===== src/rtl/vga_pkg.sv =====
// Shared VGA timing constants for 800x600@60 (40 MHz pixel clock) and a window-decode helper.
package vga_pkg;

  localparam int unsigned HOR_PIXELS = 800;
  localparam int unsigned H_FP_LEN   = 40;
  localparam int unsigned H_SYNC_LEN = 128;
  localparam int unsigned H_BP_LEN   = 88;
  localparam int unsigned HOR_TOTAL  = HOR_PIXELS + H_FP_LEN + H_SYNC_LEN + H_BP_LEN;

  localparam int unsigned VER_PIXELS = 600;
  localparam int unsigned V_FP_LEN   = 1;
  localparam int unsigned V_SYNC_LEN = 4;
  localparam int unsigned V_BP_LEN   = 23;
  localparam int unsigned VER_TOTAL  = VER_PIXELS + V_FP_LEN + V_SYNC_LEN + V_BP_LEN;

  localparam int unsigned COUNT_W = 11;
  localparam int unsigned COUNT_MAX = (1 << COUNT_W) - 1;

  typedef logic [COUNT_W-1:0] count_t;

  // True when c lies in the half-open window [lo, lo+len).
  function automatic logic in_window(count_t c, int unsigned lo, int unsigned len);
    return (32'(c) >= lo) && (32'(c) < lo + len);
  endfunction

endpackage


===== src/rtl/vga_timing.sv =====
// Free-running VGA raster generator: registered counters, syncs, blanks and frame/line strobes.
module vga_timing
  import vga_pkg::*;
#(
  parameter int unsigned H_ACTIVE = HOR_PIXELS,
  parameter int unsigned H_FP     = H_FP_LEN,
  parameter int unsigned H_SYNC   = H_SYNC_LEN,
  parameter int unsigned H_BP     = H_BP_LEN,
  parameter int unsigned V_ACTIVE = VER_PIXELS,
  parameter int unsigned V_FP     = V_FP_LEN,
  parameter int unsigned V_SYNC   = V_SYNC_LEN,
  parameter int unsigned V_BP     = V_BP_LEN
) (
  input  logic        clk,
  input  logic        rst,
  output logic [10:0] vcount,
  output logic        vsync,
  output logic        vblnk,
  output logic [10:0] hcount,
  output logic        hsync,
  output logic        hblnk,
  output logic [11:0] rgb,
  output logic        frame_start,
  output logic        line_start
);

  localparam int unsigned H_TOTAL = H_ACTIVE + H_FP + H_SYNC + H_BP;
  localparam int unsigned V_TOTAL = V_ACTIVE + V_FP + V_SYNC + V_BP;

  if (H_TOTAL > COUNT_MAX || V_TOTAL > COUNT_MAX) begin : gen_total_chk
    $error("vga_timing: H_TOTAL or V_TOTAL exceeds 11-bit counter range");
  end
  if (H_FP == 0 || H_SYNC == 0 || H_BP == 0 || V_FP == 0 || V_SYNC == 0 || V_BP == 0)
  begin : gen_len_chk
    $error("vga_timing: porch and sync lengths must be nonzero");
  end

  // Low while the outputs still show the reset value; the next pixel is then (0,0).
  logic   started_q;
  count_t hcount_d, vcount_d;
  logic   hsync_d, hblnk_d, vsync_d, vblnk_d, frame_start_d, line_start_d;

  always_comb begin
    hcount_d = '0;
    vcount_d = '0;
    if (started_q) begin
      if (hcount == count_t'(H_TOTAL - 1)) begin
        vcount_d = (vcount == count_t'(V_TOTAL - 1)) ? '0 : vcount + count_t'(1);
      end else begin
        hcount_d = hcount + count_t'(1);
        vcount_d = vcount;
      end
    end
  end

  // Decode from the next-state counters so the registered decodes align with the counts.
  always_comb begin
    hblnk_d       = 32'(hcount_d) >= H_ACTIVE;
    hsync_d       = in_window(hcount_d, H_ACTIVE + H_FP, H_SYNC);
    vblnk_d       = 32'(vcount_d) >= V_ACTIVE;
    vsync_d       = in_window(vcount_d, V_ACTIVE + V_FP, V_SYNC);
    line_start_d  = hcount_d == '0;
    frame_start_d = (hcount_d == '0) && (vcount_d == '0);
  end

  always_ff @(posedge clk) begin
    rgb <= '0;
    if (rst) begin
      started_q   <= 1'b0;
      hcount      <= '0;
      vcount      <= '0;
      hsync       <= 1'b0;
      hblnk       <= 1'b0;
      vsync       <= 1'b0;
      vblnk       <= 1'b0;
      frame_start <= 1'b0;
      line_start  <= 1'b0;
    end else begin
      started_q   <= 1'b1;
      hcount      <= hcount_d;
      vcount      <= vcount_d;
      hsync       <= hsync_d;
      hblnk       <= hblnk_d;
      vsync       <= vsync_d;
      vblnk       <= vblnk_d;
      frame_start <= frame_start_d;
      line_start  <= line_start_d;
    end
  end

endmodule


===== config.mk =====
export PLATFORM = sky130hd
export DESIGN_NAME = vga_timing
export DESIGN_NICKNAME = d
export VERILOG_FILES = /design/src/rtl/vga_pkg.sv /design/src/rtl/vga_timing.sv
export SDC_FILE = /design/constraint.sdc
export NUM_CORES = 1
export LEC_CHECK = 0
export CORE_MARGIN = 10
export CORE_UTILIZATION = 40
export DETAILED_ROUTE_END_ITERATION = 10
export PLACE_DENSITY = 0.69
export SETUP_SLACK_MARGIN = 0.4
export SYNTH_ARGS = -nofsm -noshare
export SYNTH_HDL_FRONTEND = slang
export SYNTH_SLANG_ARGS = --single-unit

===== constraint.sdc =====
create_clock -name clk -period 2.38 [get_ports clk]
set_input_delay 0.476 -clock clk [delete_from_list [all_inputs] [get_ports clk]]
set_output_delay 0.476 -clock clk [all_outputs]
set_load 0.01 [all_outputs]

==> reports/qor.yml <==
die:
  die_h_um: 85.4
  start_util_pct: 42.2
  ios: 42
  die_w_um: 85.4
  core-area_um2: 4060
  dieArea_um2: 7300
  row_count: 23
power_and_ir_drop:
  clkPwrFrac_pct: 42.7
  swShare_pct: 24.7
  seqPwrFrac_pct: 52.3
  vdd_ir_drop_max_v: 0.000248
  p_int_mw: 0.702
  power.density_nw_per_um2: 372
  switching_power_mw: 0.230
  leakage_nw: 0.938
  p_comb_share_pct: 5.1
clock_network:
  ctsHoldBuffers: 0
  clkTransAtPathRegs_ps: 60
  cts_max_path_buffers: 2
  cts_tree: "built"
  clock_sinks: 29
  insertion_delay_ps: 290
  h-tree-depth: 2
  cts_inserted_buffers: 5
  cts_root_buf: "clkbuf_8"
routing:
  vias: 1805
  wl_per_cell_um: 15.8
  drtPass1Iterations: 4
  ant_nets: 0
  routed_wl_um: 5220
  drc_errors: 0
  vias_per_cell: 5.47
  drt_iter0_drc: 190
sta:
  rsz0062_at_grt: "true"
  slew_violations: 0
  finalSetupViolCount: 0
  fmax_mhz: 487
  fin_crit_ps: 2050
  finalCritPeriodShare_pct: 86.2
  whs_ps: 566
  skew_ps: 2.29
  finalHoldViolCount: 0
  timing.setup.tns_ps: 0
worst_setup_path:
  slowest_delay_ps: 360
  required_ps: 2590
  cp_common_cell: "nand4_1"
  crit_slowest_cell: "dfxtp_4"
  crit_arrival_ps: 2260
  worstPathMaxFanout: 8
  path_cells: "ha_4 -> and4_4 -> buf_4 -> nand4_1 -> o21a_1 -> a211oi_4 -> nand4_1 -> a311oi_1"
  path_buf_inv: 1
  start_kind: "register"
  path_class: "register to register"
  r2r_slack_ps: 330
  cp-end-kind: "register"
  cpLargestDelayFamily: "compound AO/OA/AOI/OAI gates"
grt:
  track_usage_pct: 14.1
  grt_pass1_vias: 1733
  grt_max_degree: 13
  antenna_found_initial: 0
  grt.overflow.total: 0
  grt_pass1_wl_um: 8480
status:
  status: "completed"
logic_synthesis:
  synth_top_family_by_area: "simple AND/OR/NAND/NOR gates"
  synth.avg_cell_area_um2: 8.04
  synthMuxAreaShare_pct: 0
  ys.flop_type: "dfxtp_1"
  synthSimpleGateAreaFrac_pct: 32.8
  synth_compound_area_share_pct: 14.1
  synth.distinct_cells: 48
  synth_area_leaders: "dfxtp_1 34%, nor2_1 7.7%, buf_4 5.3%"
  yosys-top-cells-count: "35 x nor2_1, 29 x dfxtp_1, 13 x nand2_1, 13 x nand4_1, 12 x buf_4"
  synth.most_common_cell: "nor2_1"
  syn_inst: 213
  async_reset_ff_share_pct: 0
  ys_warn_count: 0
  yosysSeqAreaShare_pct: 33.9
  synthAdderAreaFrac_pct: 1.46
  synth_top_area_cell: "dfxtp_1"
  synth_top_area_share_pct: 33.9
  synth_edf_count: 0
  netlist_area_um2: 1710
  synth_xor_area_share_pct: 8.19
  yosys_register_bits: 29
cells_and_area:
  fillCellCount: 355
  diodes: 0
  nets: 283
  drive_above_1_share_pct: 28.2
  final_core_util_pct: 61.7
  syn2layout_area_growth_pct: 46.3
placement:
  gp_congestion: 0.902
  io_buffers: 29
  dpl.hpwl_um: 3540
job:
  drv_cap: 0
hold_path:
  holdCritPathClass: "register to register"
[logic make-up after synthesis]
logic type,after synthesis
flip-flops,29
other,1
AND/OR/NAND/NOR,103
AO/OA/AOI/OAI,34
adder cells (fa/ha/maj),2
XOR/XNOR,16
buffers and inverters,28
[through the flow]
| stage | cells | cell area [um2] | setup slack, ps | power [mW] |
|---|---|---|---|---|
| floorplan | 224 | 1810 | 333 | 0.545 |
| global route | 330 | 2500 | 212 | 0.974 |
| global placement | 294 | 2110 | 185 | 0.549 |
| detailed placement | 294 | 2110 | 127 | 0.549 |
| CTS | 324 | 2400 | 350 | 0.943 |
| finish | 330 | 2500 | 329 | 0.932 |
[tightest hold or removal path, stage by stage (launching register included)]
cell	delay, ps
dfxtp_4	360
buf_4	130
nor2_1	40
[sequential cells by signal (all words and copies together) (netlist names)]
| name | flops |
|---|---|
| vsync | 1 |
| vblnk | 1 |
| line_start | 1 |
| started_q | 1 |
| hsync | 1 |
| vcount | 11 |
| hcount | 11 |
| frame_start | 1 |
| hblnk | 1 |
[final timing paths]
check | startpoint | cells past startpoint | endpoint
worst max-delay path | hcount[0] | 8 | frame_start
worst min-delay path | hcount[0] | 2 | hcount[0]
worst max register to register | hcount[0] | 8 | frame_start
worst min register to register | hcount[0] | 2 | hcount[0]
[cells in the final DEF, fill, tap and decap left out, drive strengths merged, types with 2 or more instances in the layout]
cell	instances
a211oi	3
a21boi	2
a21oi	5
a22oi	2
a31oi	3
and3	3
and4	4
buf	40
clkbuf	6
clkdlybuf4s50	29
clkinv	2
conb	12
dfxtp	29
ha	2
inv	7
nand2	13
nand3	11
nand4	13
nor2	35
nor3	6
nor3b	4
nor4	4
nor4b	3
o211ai	2
o21ai	5
o22ai	2
o31a	2
or4	2
xnor2	7
xor2	9
[routing by layer]
layer | GRT usage [%] | up-vias | share of wire (%)
met5 | 0 | - | 0
met3 | 5.54 | 8 | 10
met2 | 21.9 | 86 | 45
li1 | - | 872 | -
met1 | 16.5 | 839 | 43
met4 | 7.04 | 0 | 2.1
[repair_timing]
item                       4_1_cts  5_1_grt
hold endpoints to repair         0        0
pin swaps                       11       10
gates resized for setup         19       13
setup endpoints to repair       14       13
buffers inserted                22        6
[power groups by stage]
| stage | clock, mW | sequential, mW | combinational (mW) |
|---|---|---|---|
| 2_1_floorplan | 0 | 0.507 | 0.0388 |
| 3_5_place_dp | 0 | 0.507 | 0.0421 |
| 6_report | 0.398 | 0.487 | 0.0474 |
| 5_1_grt | 0.434 | 0.487 | 0.0528 |
| 4_1_cts | 0.408 | 0.488 | 0.0466 |
| 3_3_place_gp | 0 | 0.507 | 0.0422 |
[final cells by class]
type | count | area, um2 | share of cell area, %
Inverter | 7 | 26.3 | 1.05
Clock buffer | 6 | 72.6 | 2.90
Tap cell | 50 | 62.6 | 2.50
Clock inverter | 2 | 10.0 | 0.400
Sequential cell | 29 | 613 | 24.5
Multi-Input combinational cell | 167 | 1130 | 45.1
Timing Repair Buffer | 69 | 591 | 23.6
Note: power is estimated with default switching activity, not from simulation.
